==> src/rtl/spi_fifo_tx.sv <==
// ---------------------------------------------------------------------------
// spi_fifo_tx
//   SPI master transmitter (mode 0, MSB first) that drains a byte FIFO.
//   Whenever enabled and the FIFO holds data, one byte is popped, shifted out
//   on mosi/sclk, and the next byte follows with cs_n held low. cs_n rises
//   once the FIFO runs dry or enable is low when a byte finishes.
//
//   Handshake with the FIFO: fifo_rd is a one-cycle pop strobe issued only
//   while fifo_empty was low when sampled; fifo_data is consumed on the cycle
//   after the strobe. fifo_empty and enable are looked at only in IDLE and
//   DONE, so a byte in flight always completes.
//
// Parameters
//   CLK_DIV     clk cycles per sclk half-period (>= 1)
//
// Ports
//   clk         system clock, everything on posedge
//   rst         synchronous active-low reset
//   enable      permission to start new bytes
//   fifo_empty  FIFO has no unread byte
//   fifo_data   FIFO read data, valid the cycle after fifo_rd
//   fifo_rd     one-cycle pop strobe
//   sclk        SPI clock, idles low
//   mosi        SPI data out
//   cs_n        SPI chip select, active low
//   busy        high in every state except IDLE
//   byte_done   one-cycle pulse when a byte has been fully sent
//   tx_count    bytes sent since reset, wraps at 256
// ---------------------------------------------------------------------------
module spi_fifo_tx #(
    parameter int CLK_DIV = 4
) (
    input  logic       clk,
    input  logic       rst,
    input  logic       enable,
    input  logic       fifo_empty,
    input  logic [7:0] fifo_data,
    output logic       fifo_rd,
    output logic       sclk,
    output logic       mosi,
    output logic       cs_n,
    output logic       busy,
    output logic       byte_done,
    output logic [7:0] tx_count
);

    localparam int DIV_W = (CLK_DIV > 1) ? $clog2(CLK_DIV) : 1;
    localparam logic [DIV_W-1:0] DIV_LAST = DIV_W'(CLK_DIV - 1);

    typedef enum logic [2:0] {
        S_IDLE,
        S_FETCH,
        S_LOAD,
        S_SHIFT,
        S_DONE
    } state_t;

    state_t           state_q, state_d;
    logic [DIV_W-1:0] div_cnt_q, div_cnt_d;
    logic [3:0]       bit_cnt_q, bit_cnt_d;
    // Bit 7 of the byte goes straight to mosi on load, so only the
    // remaining seven bits need to be held for shifting.
    logic [6:0]       shreg_q, shreg_d;
    logic             fifo_rd_q, fifo_rd_d;
    logic             sclk_q, sclk_d;
    logic             mosi_q, mosi_d;
    logic             cs_n_q, cs_n_d;
    logic             busy_q, busy_d;
    logic             byte_done_q, byte_done_d;
    logic [7:0]       tx_count_q, tx_count_d;

    always_ff @(posedge clk) begin
        if (!rst) begin
            state_q     <= S_IDLE;
            div_cnt_q   <= '0;
            bit_cnt_q   <= '0;
            shreg_q     <= '0;
            fifo_rd_q   <= 1'b0;
            sclk_q      <= 1'b0;
            mosi_q      <= 1'b0;
            cs_n_q      <= 1'b1;
            busy_q      <= 1'b0;
            byte_done_q <= 1'b0;
            tx_count_q  <= '0;
        end else begin
            state_q     <= state_d;
            div_cnt_q   <= div_cnt_d;
            bit_cnt_q   <= bit_cnt_d;
            shreg_q     <= shreg_d;
            fifo_rd_q   <= fifo_rd_d;
            sclk_q      <= sclk_d;
            mosi_q      <= mosi_d;
            cs_n_q      <= cs_n_d;
            busy_q      <= busy_d;
            byte_done_q <= byte_done_d;
            tx_count_q  <= tx_count_d;
        end
    end

    // Output registers are loaded with the value they must show in the
    // state being entered, so fifo_rd is high exactly during FETCH and
    // byte_done exactly during DONE.
    always_comb begin
        state_d     = state_q;
        div_cnt_d   = div_cnt_q;
        bit_cnt_d   = bit_cnt_q;
        shreg_d     = shreg_q;
        fifo_rd_d   = 1'b0;
        sclk_d      = sclk_q;
        mosi_d      = mosi_q;
        cs_n_d      = cs_n_q;
        byte_done_d = 1'b0;
        tx_count_d  = tx_count_q;

        case (state_q)
            S_IDLE: begin
                cs_n_d = 1'b1;
                sclk_d = 1'b0;
                if (enable && !fifo_empty) begin
                    state_d   = S_FETCH;
                    fifo_rd_d = 1'b1;
                end
            end
            S_FETCH: begin
                // cs_n falls as LOAD begins, a full half-period plus one
                // cycle ahead of the first rising sclk.
                state_d = S_LOAD;
                cs_n_d  = 1'b0;
            end
            S_LOAD: begin
                shreg_d   = fifo_data[6:0];
                mosi_d    = fifo_data[7];
                cs_n_d    = 1'b0;
                div_cnt_d = '0;
                bit_cnt_d = '0;
                state_d   = S_SHIFT;
            end
            S_SHIFT: begin
                if (div_cnt_q == DIV_LAST) begin
                    div_cnt_d = '0;
                    sclk_d    = ~sclk_q;
                    if (!sclk_q) begin
                        // Rising edge: the slave samples the current bit.
                        bit_cnt_d = bit_cnt_q + 4'd1;
                    end else if (bit_cnt_q < 4'd8) begin
                        // Falling edge: present the next bit.
                        mosi_d  = shreg_q[6];
                        shreg_d = {shreg_q[5:0], 1'b0};
                    end else begin
                        // Falling edge after the eighth bit ends the byte.
                        state_d     = S_DONE;
                        byte_done_d = 1'b1;
                        tx_count_d  = tx_count_q + 8'd1;
                    end
                end else begin
                    div_cnt_d = div_cnt_q + DIV_W'(1);
                end
            end
            S_DONE: begin
                if (enable && !fifo_empty) begin
                    state_d   = S_FETCH;
                    fifo_rd_d = 1'b1;
                end else begin
                    state_d = S_IDLE;
                    cs_n_d  = 1'b1;
                    mosi_d  = 1'b0;
                end
            end
            default: begin
                state_d = S_IDLE;
                cs_n_d  = 1'b1;
                sclk_d  = 1'b0;
                mosi_d  = 1'b0;
            end
        endcase

        busy_d = (state_d != S_IDLE);
    end

    assign fifo_rd   = fifo_rd_q;
    assign sclk      = sclk_q;
    assign mosi      = mosi_q;
    assign cs_n      = cs_n_q;
    assign busy      = busy_q;
    assign byte_done = byte_done_q;
    assign tx_count  = tx_count_q;

endmodule

==> config.mk <==
export PLATFORM = sky130hd
export DESIGN_NAME = spi_fifo_tx
export DESIGN_NICKNAME = d
export VERILOG_FILES = /design/src/rtl/spi_fifo_tx.sv
export SDC_FILE = /design/constraint.sdc
export NUM_CORES = 1
export LEC_CHECK = 0
export BUFFER_PORTS_ARGS = -buffer_cell sky130_fd_sc_hd__buf_4
export CORE_AREA = 4 4 56 58
export DETAILED_ROUTE_END_ITERATION = 8
export DIE_AREA = 0 0 60 62
export GPL_ROUTABILITY_DRIVEN = 0
export PLACE_DENSITY = 0.76
export SLEW_MARGIN = 0
export SYNTH_ARGS = -nofsm -noshare
export SYNTH_HDL_FRONTEND = slang
export SYNTH_SLANG_ARGS = --single-unit
==> constraint.sdc <==
create_clock -name clk -period 1.8 [get_ports clk]
set_input_delay 0.18 -clock clk [delete_from_list [all_inputs] [get_ports clk]]
set_output_delay 0.18 -clock clk [all_outputs]
set_load 0.02 [all_outputs]
Word-level counts from Yosys, hierarchy flattened
Index checks and enable logic that the tools add are counted.
{"block": "op_classes", "n_addsub": 3, "order_cmp": 1, "eq_ne": 10, "mux": 26, "bitwise": 5, "n_reduce_logical": 17}
{"op": "7-bit 2-to-1 mux", "count": 3}
{"op": "3-bit case mux with 5 select lines", "count": 1}
{"op": "7-bit case mux with 2 select lines", "count": 1}
{"op": "3-bit 2-to-1 mux", "count": 4}
{"op": "4-bit AND reduction", "count": 3}
{"op": "2-bit != test, second input constant", "count": 5}
{"op": "1-bit 2-to-1 mux", "count": 9}
{"op": "8-bit by 1-bit adder with 8-bit output, second input constant", "count": 1}
{"op": "4-bit 2-to-1 mux", "count": 2}
{"op": "4-bit case mux with 2 select lines", "count": 1}
{"op": "3-bit by 2-bit equality test with 1-bit output, second input constant", "count": 2}
{"op": "2-bit AND reduction", "count": 3}
{"op": "2-bit OR reduction", "count": 3}
{"op": "1-bit inverter", "count": 5}
{"op": "5-bit AND reduction", "count": 1}
{"op": "4-bit by 1-bit adder with 4-bit output, second input constant", "count": 1}
{"op": "4-bit less-than comparator, second input constant", "count": 1}
{"op": "1-bit case mux with 4 select lines", "count": 1}
{"op": "2-bit case mux with 2 select lines", "count": 1}
{"op": "3-bit by 1-bit equality test with 1-bit output, second input constant", "count": 1}
{"op": "3-bit equality test, second input constant", "count": 1}
{"op": "3-bit logical NOT", "count": 1}
{"op": "1-bit case mux with 3 select lines", "count": 1}
{"op": "3-bit AND reduction", "count": 1}
{"op": "9 further kinds", "count": 9}
{"block": "word_totals", "ff_bits": 30, "inputBits": 12, "output_inout_bits": 14, "wordCells": 73}

Logic depth before layout (Yosys ltp)
Gate-level depths: netlist (run 1).
{"block": "depth", "word_depth": 6, "depth_mapped": 7, "mapped_depth_nobuf": 5}

Least setup slack after synthesis (run 1)
No wires, ideal clock.
{"block": "synth_timing", "kind": "register to register", "start": "register sclk_q, in the netlist sclk", "end": "register tx_count_q[7], in the netlist tx_count[7]", "setup_ns": 0.128, "t_arrival_ns": 1.332, "t_required_ns": 1.672, "slack_ns": 0.341, "path_stages_with_launch": 6, "n_path_buf": 1, "synth_period_minus_slack_ns": 1.459, "cell_sequence": "dfxtp_1 > buf_2 > nand4_1 > nor4_1 > xnor2_1 > nor2_1"}
{"block": "synth_between", "elab_chain_cells": 1}
{"item": "start: declaration", "line": "65", "text": "logic sclk_q, sclk_d;"}
{"item": "start signal: assignment", "line": "91", "text": "sclk_q <= sclk_d;"}
{"item": "4-bit AND reduction (no source line)"}
{"item": "end signal: assignment", "line": "96", "text": "tx_count_q <= tx_count_d;"}
{"item": "end: declaration", "line": "70", "text": "logic [7:0] tx_count_q, tx_count_d;"}
Every way passes these cells.
A chain may end at the register's enable or synchronous reset.

Final worst setup path (run 1)
{"block": "layout_timing", "start": "register state_q[1]", "end": "register shreg_q[5]"}
{"block": "layout_between", "elab_chain_cells": 3, "word_cells_on_any_way": 8, "classes_between": "eq/ne: 5; mux: 1; reduce/logical: 2"}
{"item": "start: declaration", "line": "58", "text": "state_t state_q, state_d;"}
{"item": "start signal: assignment", "line": "86", "text": "state_q <= state_d;"}
{"item": "3-bit by 2-bit equality test with 1-bit output", "line": "115", "text": "case (state_q)"}
{"item": "2-bit != test (no source line) or 2-bit nonzero test (tied branches)"}
{"item": "4-bit AND reduction (no source line)"}
{"item": "end signal: assignment", "line": "89", "text": "shreg_q <= shreg_d;"}
{"item": "end: declaration", "line": "63", "text": "logic [6:0] shreg_q, shreg_d;"}
Parallel ways exist; a longest one is shown, timed or not.

==> results of run 1 <==
==> cell usage in the layout (no fill, tap or decap), types with 2 or more instances in the layout <==
master     n
clkinv_2   2
and2_1     2
nor2_1    16
a31oi_1    4
a21oi_1   15
xnor2_1    8
o21ai_0    3
nor3_1     4
dfxtp_1   30
a21o_1     2
inv_1      4
nor3_2     4
ha_1       3
o21ai_1    3
clkbuf_4   5
nand2_1   19
nand3_1    8
nand4_1    3
nor3b_1    6
buf_4     33
a221oi_1   3
==> area by class of cell <==
cell class / count / area, um^2 / area share
Multi-Input combinational cell: 120 / 735.7 / 0.4279
Sequential cell: 30 / 600.6 / 0.3493
Timing Repair Buffer: 33 / 247.7 / 0.1441
Clock inverter: 3 / 40.04 / 0.02329
Tap cell: 31 / 38.79 / 0.02256
Clock buffer: 5 / 37.54 / 0.02183
Inverter: 5 / 18.77 / 0.01092
==> metal layers <==
layer | vias to the layer above | wire [um] | part of all wire | track usage
li1 | 636 | - | - | -
met1 | 587 | 1347 | 0.43 | 0.2127
met2 | 39 | 1534 | 0.49 | 0.3210
met3 | 6 | 182 | 0.058 | 0.03926
met4 | 0 | 59 | 0.019 | 0.1203
met5 | - | 0 | 0 | 0
==> path summary, 6_finish.rpt <==
check,cells after the start,from,slack [ns],end
worst min register to register,2,div_cnt_q[1]$_SDFFE_PN0P_,0.46,div_cnt_q[1]$_SDFFE_PN0P_
worst max register to register,4,state_q[1]$_SDFF_PN0_,0.21,shreg_q[5]$_SDFFE_PN0P_
worst min-delay path,3,fifo_data[0],0.09,shreg_q[0]$_SDFFE_PN0P_
worst max-delay path,4,state_q[1]$_SDFF_PN0_,0.21,shreg_q[5]$_SDFFE_PN0P_
==> worst min-delay path, stage by stage <==
cell and delay (ns):
buf_4 0.11, nand2_1 0.05, a21oi_1 0.05
==> power by group <==
part / leakage [nW] / internal, W / switching [W]
combinational: 0.362 / 0.0000623 / 0.0000745
sequential: 0.243 / 0.000682 / 0.0000149
clock: 0.0450 / 0.000287 / 0.000248
==> through the flow <==
step | utilization | cells
2_1_floorplan | - | 165
3_3_place_gp | 0.6156 | 219
3_5_place_dp | 0.6156 | 219
4_1_cts | 0.6447 | 227
5_1_grt | 0.6457 | 227
6_report | 0.6457 | 227
==> what timing repair did <==
item                       CTS  global route
setup endpoints to repair    0             1
gates resized for setup      0             1
hold buffers                 0             0
==> registers in the layout, summed over array words and instances, names as in the netlist <==
name and cells:
shreg_q 7, state_q 3, div_cnt_q 2, byte_done 1, mosi 1, fifo_rd 1
cs_n 1, sclk 1, tx_count 8, bit_cnt_q 4, busy 1
==> logic make-up after synthesis <==
group                      after synthesis  share of synthesized area
and+or+nand+nor                         71                     0.2742
AOI/OAI and AO/OA                       36                     0.1586
DFF                                     30                     0.4301
adders and majority gates                3                    0.02688
buffers and inverters                   15                    0.04479
xor gates and xnor gates                 8                    0.05018
muxes                                    2                    0.01523
==> impl_metrics.tcl, run 1 <==
set metrics [dict create \
    synthesis.area_um2 1396 \
    setup_slack_ns 0.2054 \
    final.setup.tns_ns 0 \
    holdWs_ns 0.08939 \
    wirelength_um 3123 \
    ys_warn_count 0 \
    relSlewSlack 0.7048 \
    placementRows 19 \
    run_status "complete, no violations" \
    powerDensity_nw_per_um2 796.6 \
    drive_above_1_share 0.2500 \
    post-place-ws_ns 0.1595 \
    crit_required_ns 2.07 \
    synth_most_common_cell "dfxtp_1" \
    wire_per_inst_um 13.76 \
    htreeDepth 2 \
    ys_ff_latch 30 \
    crit_fanout 8 \
    async_flop_share 0 \
    first_global_vias 1158 \
    grt_max_degree 16 \
    grt_pass1_wl_um 5092 \
    place_area_um2 1639 \
    crit_family "simple AND/OR/NAND/NOR gates" \
    synth_cell_types 38 \
    clock.fmax_mhz 627.1 \
    syn_inst 165 \
    timing.final.crit_period_ns 1.595 \
    ys_top_cells_by_area "dfxtp_1 43%, a21oi_1 5.4%, nand2_1 5.1%, xnor2_1 5.0%, nor2_1 4.3%" \
    worstMarginPinSlew_ns 0.4416 \
    crit_arrival_ns 1.87 \
    clock-sinks 30 \
    yosysTopAreaCell "dfxtp_1" \
    synthToLayoutAreaGrowth_pct 23.12 \
    antenna_found_initial 0 \
    final.fill_count 242 \
    grt_setup_unrepaired "false" \
    core_area_um2 2663 \
    clkTransAtPathRegs_ns 0.10 \
    p_leak_nw 0.6503 \
    postRouteAntennaNets 0 \
    maxSlewViolCount 0 \
    die_h_um 62 \
    start_kind "flop" \
    worst_path_largest_cell_delay_ns 0.51 \
    ir_drop_v 0.0006069 \
    hold_viol 0 \
    post-route-cell-area_um2 1719 \
    cp_num_buf_inv 0 \
    via_count 1268 \
    n_antenna_cell 0 \
    min_path_type "in -> reg" \
    period_share 0.8859 \
    synth_top_area_frac 0.4301 \
    syn_area_per_cell_um2 8.463 \
    cts_made_buffers 5 \
    grt-ovfl-total 0 \
    post_cts_buffers 0 \
    detail_route.vias_per_cell 5.586 \
    insertion_delay_ns 0.34 \
    setup_viol 0 \
    cts_root_buf "clkbuf_4" \
    ys_top_cells_by_count "30 x dfxtp_1, 19 x nand2_1, 16 x nor2_1" \
    syn_nets 180 \
    nNetsFinal 210 \
    grtUsageTotal 0.1876 \
    maxCapViolCount 0 \
    drc 0 \
    finalPower_w 0.001370 \
    cts_tree "yes" \
    setup.worst_path.class "reg -> reg" \
    initial_core_util 0.5244 \
    cp-end-kind "flop" \
    drt_iter0_drc 52 \
    port_buffers 25 \
    clk_path_buf_depth 2 \
    ys_seq_area_frac 0.4301 \
    cp_cell_sequence "nand4b_1, nor3b_2, a221oi_1, a21oi_1" \
    synth_edf_count 0 \
    floorplan.io_pins 26 \
    die_w_um 60 \
    crit_slowest_cell "dfxtp_1" \
    die_area_um2 3720 \
    dr.pass1.iters 4 \
    dp_hpwl_um 2262 \
    ys.flop_type "dfxtp_1" \
    clock_skew_ns 0.007371 \
]
(Power assumes the default switching activity.)
==> run 2, diff against run 1 <==
Settings changed: CORE_AREA 4 4 56 58 to 2 2 54 56, DIE_AREA 0 0 60 62 to 0 0 56 58.
==> run 2 against run 1 <==
  * Cell area fell by 1.6%
  * Fmax fell by 0.91%
  * Setup slack got worse by 0.015 ns
  * Sequential cell count did not move
  * Critical path depth did not move
  * Register-to-register slack barely moved
  * Clock power fell by 22%
  * Die area fell by 13%
  * Sequential share of layout area rose by 0.57 points
  * Clock-buffer cell count rose by 2
  * Worst hold slack improved by 0.0076 ns
  * Final cell count fell by 0.44%
  * Critical path type unchanged
  * Largest cell class unchanged
==> impl_metrics.tcl, run 2 (synthesis gave the netlist of run 1 again) <==
set metrics [dict create \
    post-place-ws_ns 0.2465 \
    cp-endpoint "tx_count[7]$_SDFFE_PN0P_" \
    grt.met1_usage 0.2500 \
    core_area_um2 2663 \
    r2r_setup_slack_ns 0.19 \
    setup.worst_path.class "reg -> reg" \
    worst_path_largest_cell_delay_ns 0.50 \
    crit_slowest_cell "dfxtp_1" \
    hold_viol 0 \
    nNetsFinal 209 \
    relSlewSlack 0.6925 \
    grt_pass1_wl_um 5388 \
    crit_arrival_ns 1.82 \
    timing.final.crit_period_ns 1.609 \
    hold_buffers 0 \
    insertion_delay_ns 0.33 \
    cp-end-kind "flop" \
    ir_drop_v 0.0006631 \
    period_share 0.8940 \
    start_kind "flop" \
    use_met3 0.06696 \
    cp_num_buf_inv 0 \
    via_count 1274 \
    rr_startpoint "state_q[0]$_SDFF_PN0_" \
    cts_root_buf "clkbuf_4" \
    grt_busiest_layer "met2" \
    run_status "complete, no violations" \
    wire_per_inst_um 13.63 \
    die_w_um 56 \
    crit_required_ns 2.01 \
    grt_util_met2 0.3681 \
    p_leak_nw 0.6353 \
    drt_iter0_drc 25 \
    cts_tree "yes" \
    worstMarginPinSlew_ns 0.4570 \
    clock_skew_ns 0.008630 \
    final_util 0.6353 \
    clk_path_buf_depth 2 \
    port_buffers 25 \
    n_antenna_cell 0 \
    grt-ovfl-total 0 \
    maxSlewViolCount 0 \
    grt_setup_unrepaired "false" \
    crit_fanout 8 \
    wirelength_um 3081 \
    clock-sinks 30 \
    drc 0 \
    final_common_cell "buf_4" \
    maxCapViolCount 0 \
    dp_hpwl_um 2189 \
    first_global_vias 1212 \
    powerDensity_nw_per_um2 737.0 \
    placementRows 19 \
    setup_viol 0 \
    cp.depth 4 \
    min_path_type "in -> reg" \
    r2r_cells 4 \
    worst_r2r_endpoint "tx_count[7]$_SDFFE_PN0P_" \
    post_cts_buffers 0 \
    cp_cell_sequence "nand4b_1, nor4_1, xnor2_1, nor2_1" \
    crit_family "simple AND/OR/NAND/NOR gates" \
    largest_reg_flops 8 \
    drive_above_1_share 0.2359 \
    critPathLaunch "state_q[0]$_SDFF_PN0_" \
    postRouteAntennaNets 0 \
    detail_route.vias_per_cell 5.637 \
    synthToLayoutAreaGrowth_pct 21.15 \
    clkTransAtPathRegs_ns 0.09 \
    clock.fmax_mhz 621.4 \
    mostFrequentLayoutCells "32 x buf_4, 30 x dfxtp_1, 19 x nand2_1, 16 x nor2_1, 15 x a21oi_1" \
    cts_resized 0 \
    die_area_um2 3248 \
    htreeDepth 2 \
    grtUsageTotal 0.2135 \
    cts_made_buffers 5 \
    final.fill_count 242 \
    final.setup.tns_ns 0 \
    antenna_found_initial 0 \
    grt_max_degree 20 \
    dr.pass1.iters 4 \
    setup_slack_ns 0.1908 \
    floorplan.io_pins 26 \
    initial_core_util 0.5244 \
    die_h_um 58 \
]
## run 2: cell types whose count changed in the layout (fill, tap and decap cells not counted), sizes merged
cell    previous run  this run
clkinv             3         2
buf               33        32
clkbuf             5         7
bufinv             1         0
## run 2: worst min path at each step
stage,start,endpoint,slack (ns),depth (start not counted)
2_1_floorplan,rst,fifo_rd$_SDFF_PN0_,0.30,1
3_3_place_gp,fifo_data[0],shreg_q[0]$_SDFFE_PN0P_,0.43,3
3_5_place_dp,fifo_data[0],shreg_q[0]$_SDFFE_PN0P_,0.44,3
4_1_cts,fifo_data[0],shreg_q[0]$_SDFFE_PN0P_,0.09,3
5_1_grt,fifo_data[0],shreg_q[0]$_SDFFE_PN0P_,0.11,3
6_report,fifo_data[0],shreg_q[0]$_SDFFE_PN0P_,0.1,3
## run 2: per-layer routing
metal	vias up	share of wire
met2	33	0.52
met4	0	0.010
met3	4	0.043
met1	597	0.43
li1	640	-
met5	-	0
## run 2: area by class of cell
cell class,count,area [um^2],share of cell area
repair buffers,32,240.2,0.1420
flip-flops and latches,30,600.6,0.3550
inverters,5,18.77,0.01109
multi-input cells,120,733.2,0.4334
clock inverters,1,5.005,0.002959
clock buffers,7,55.05,0.03254
well taps,31,38.79,0.02293
## run 2: where the power goes
| group | internal [W] | total [W] | switching [W] |
|---|---|---|---|
| clock network | 0.000189 | 0.000416 | 0.000227 |
| registers | 0.000682 | 0.000700 | 0.0000172 |
| logic | 0.0000598 | 0.000131 | 0.0000711 |
## run 2: worst min-delay path: cells and delay by family
family	cells	cell delay (ns)
buffers and inverters	1	0.10
and+or+nand+nor	1	0.04
AOI/OAI and AO/OA	1	0.05
## run 2: through the flow
stage	hold WS (ns)	total power, W	instances	instance area [um^2]
global route	0.1128	0.001299	226	1692
detailed placement	0.4429	0.0008446	218	1632
finish	0.09695	0.001247	226	1692
floorplan	0.3017	0.0007964	165	1396
CTS	0.09289	0.001256	226	1692
global placement	0.4323	0.0008401	218	1632
==> run 3, diff against run 2 <==
Settings changed: PLACE_DENSITY 0.76 to not set, PLACE_DENSITY_LB_ADDON set to 0.2.
==> run 3 against run 2 <==
  * Non-clock buffer count did not move
  * Die area did not move
  * Register-to-register slack improved by 0.03 ns
  * Clock skew barely moved
  * Critical path depth rose by 1
  * Total power fell by 4.0%
  * Combinational power barely moved
  * Cell area fell by 0.74%
  * First-iteration DRC count rose by 44%
  * Core utilization fell by 0.47 points
  * Sequential cell count did not move
  * Clock power fell by 12%
  * Critical path type unchanged
  * Largest power group unchanged
==> impl_metrics.tcl, run 3 (synthesis gave the netlist of run 1 again) <==
set metrics [dict create \
    postRouteAntennaNets 0 \
    setup.worst_path.class "reg -> reg" \
    grt_max_degree 17 \
    r2r_cells 5 \
    crit_required_ns 2.07 \
    insertion_delay_ns 0.34 \
    maxCapViolCount 0 \
    grt_pass1_wl_um 4671 \
    min_path_type "in -> reg" \
    core_area_um2 2663 \
    cts_made_buffers 5 \
    die_h_um 58 \
    initial_core_util 0.5244 \
    final_common_cell "buf_4" \
    placementRows 19 \
    grtUsageTotal 0.1933 \
    n_antenna_cell 0 \
    run_status "complete, no violations" \
    clk_path_buf_depth 2 \
    grt-ovfl-total 0 \
    dr.pass1.iters 5 \
    wirelength_um 2862 \
    cp-end-kind "flop" \
    maxSlewViolCount 0 \
    clock-sinks 30 \
    min-delay-start "fifo_data[0]" \
    drt_iter0_drc 36 \
    cts_tree "yes" \
    worstMarginPinSlew_ns 0.4418 \
    clock.fmax_mhz 633.6 \
    die_w_um 56 \
    period_share 0.8769 \
    r2r_setup_slack_ns 0.22 \
    floorplan.io_pins 26 \
    timing.final.crit_period_ns 1.578 \
    wire_per_inst_um 12.72 \
    post_cts_buffers 0 \
    p_leak_nw 0.6320 \
    powerDensity_nw_per_um2 712.9 \
    drive_above_1_share 0.2371 \
    setup_viol 0 \
    drc 0 \
    cts_root_buf "clkbuf_4" \
    rr_startpoint "div_cnt_q[0]$_SDFFE_PN0P_" \
    cts_resized 0 \
    dp_hpwl_um 2085 \
    hold_end "shreg_q[0]$_SDFFE_PN0P_" \
    largest_reg_flops 8 \
    relSlewSlack 0.7052 \
    first_global_vias 1067 \
    ir_drop_v 0.0005804 \
    finalNonFillerCells 225 \
    detail_route.vias_per_cell 5.524 \
    dp.cells 218 \
    crit_fanout 6 \
    grt_setup_unrepaired "false" \
    port_buffers 25 \
    antenna_found_initial 0 \
    clkTransAtPathRegs_ns 0.09 \
    holdPathStages 3 \
    clock_skew_ns 0.008723 \
    hold_buffers 0 \
    synthToLayoutAreaGrowth_pct 20.25 \
    hold_viol 0 \
    die_area_um2 3248 \
    htreeDepth 2 \
    via_count 1243 \
    crit_arrival_ns 1.85 \
    final.setup.tns_ns 0 \
    start_kind "flop" \
    nNetsFinal 209 \
    worst_r2r_endpoint "shreg_q[5]$_SDFFE_PN0P_" \
    mostFrequentLayoutCells "32 x buf_4, 30 x dfxtp_1, 19 x nand2_1, 16 x nor2_1, 15 x a21oi_1" \
]
run 3: layout make-up:
cell class | instances | area [um^2]
clock inverter | 2 | 10.01
multi-input combinational | 120 | 733.2
tap | 31 | 38.79
sequential | 30 | 600.6
clock buffer | 5 | 37.54
inverter | 5 | 18.77
timing repair buffer | 32 | 240.2
fill | 240 | 983.4
run 3: metrics by stage:
stage / total power [W] / setup WS [ns] / hold slack (ns) / cell area (um^2) / utilization
after detailed placement: 0.0008462 / 0.2297 / 0.4425 / 1632 / 0.6128
final: 0.001197 / 0.2216 / 0.08029 / 1679 / 0.6306
after global routing: 0.001260 / 0.05260 / 0.08244 / 1679 / 0.6306
after CTS: 0.001214 / 0.2036 / 0.07306 / 1679 / 0.6306
after global placement: 0.0008426 / 0.2762 / 0.4307 / 1632 / 0.6128
after floorplan: 0.0007964 / 0.3407 / 0.3017 / 1396 / -
run 3: worst max path at each step:
| stage | from | cells after the start | slack [ns] | to |
|---|---|---|---|---|
| 2_1_floorplan | sclk$_SDFFE_PN0P_ | 5 | 0.34 | tx_count[7]$_SDFFE_PN0P_ |
| 3_3_place_gp | sclk$_SDFFE_PN0P_ | 4 | 0.28 | tx_count[7]$_SDFFE_PN0P_ |
| 3_5_place_dp | div_cnt_q[0]$_SDFFE_PN0P_ | 5 | 0.23 | shreg_q[5]$_SDFFE_PN0P_ |
| 4_1_cts | div_cnt_q[0]$_SDFFE_PN0P_ | 5 | 0.20 | shreg_q[5]$_SDFFE_PN0P_ |
| 5_1_grt | div_cnt_q[0]$_SDFFE_PN0P_ | 5 | 0.05 | shreg_q[2]$_SDFFE_PN0P_ |
| 6_report | div_cnt_q[0]$_SDFFE_PN0P_ | 5 | 0.22 | shreg_q[5]$_SDFFE_PN0P_ |
run 3: where the power goes:
group | leakage (nW) | internal (W) | switching [W]
Sequential | 0.243 | 0.000682 | 0.0000144
Clock | 0.0308 | 0.000140 | 0.000228
Combinational | 0.358 | 0.0000619 | 0.0000706
run 3: layer usage:
layer	vias to the layer above	GRT usage	part of all wire
met1	575	0.2153	0.44
met4	0	0.1122	0.022
met2	31	0.3143	0.48
met3	6	0.07813	0.061
li1	631	-	-
met5	-	0	0
run 3: worst max-delay path: stages (launching register included):
cell,delay [ns]
dfxtp_1,0.36
ha_1,0.18
nand4b_1,0.24
nor3b_2,0.44
a221oi_1,0.14
a21oi_1,0.16
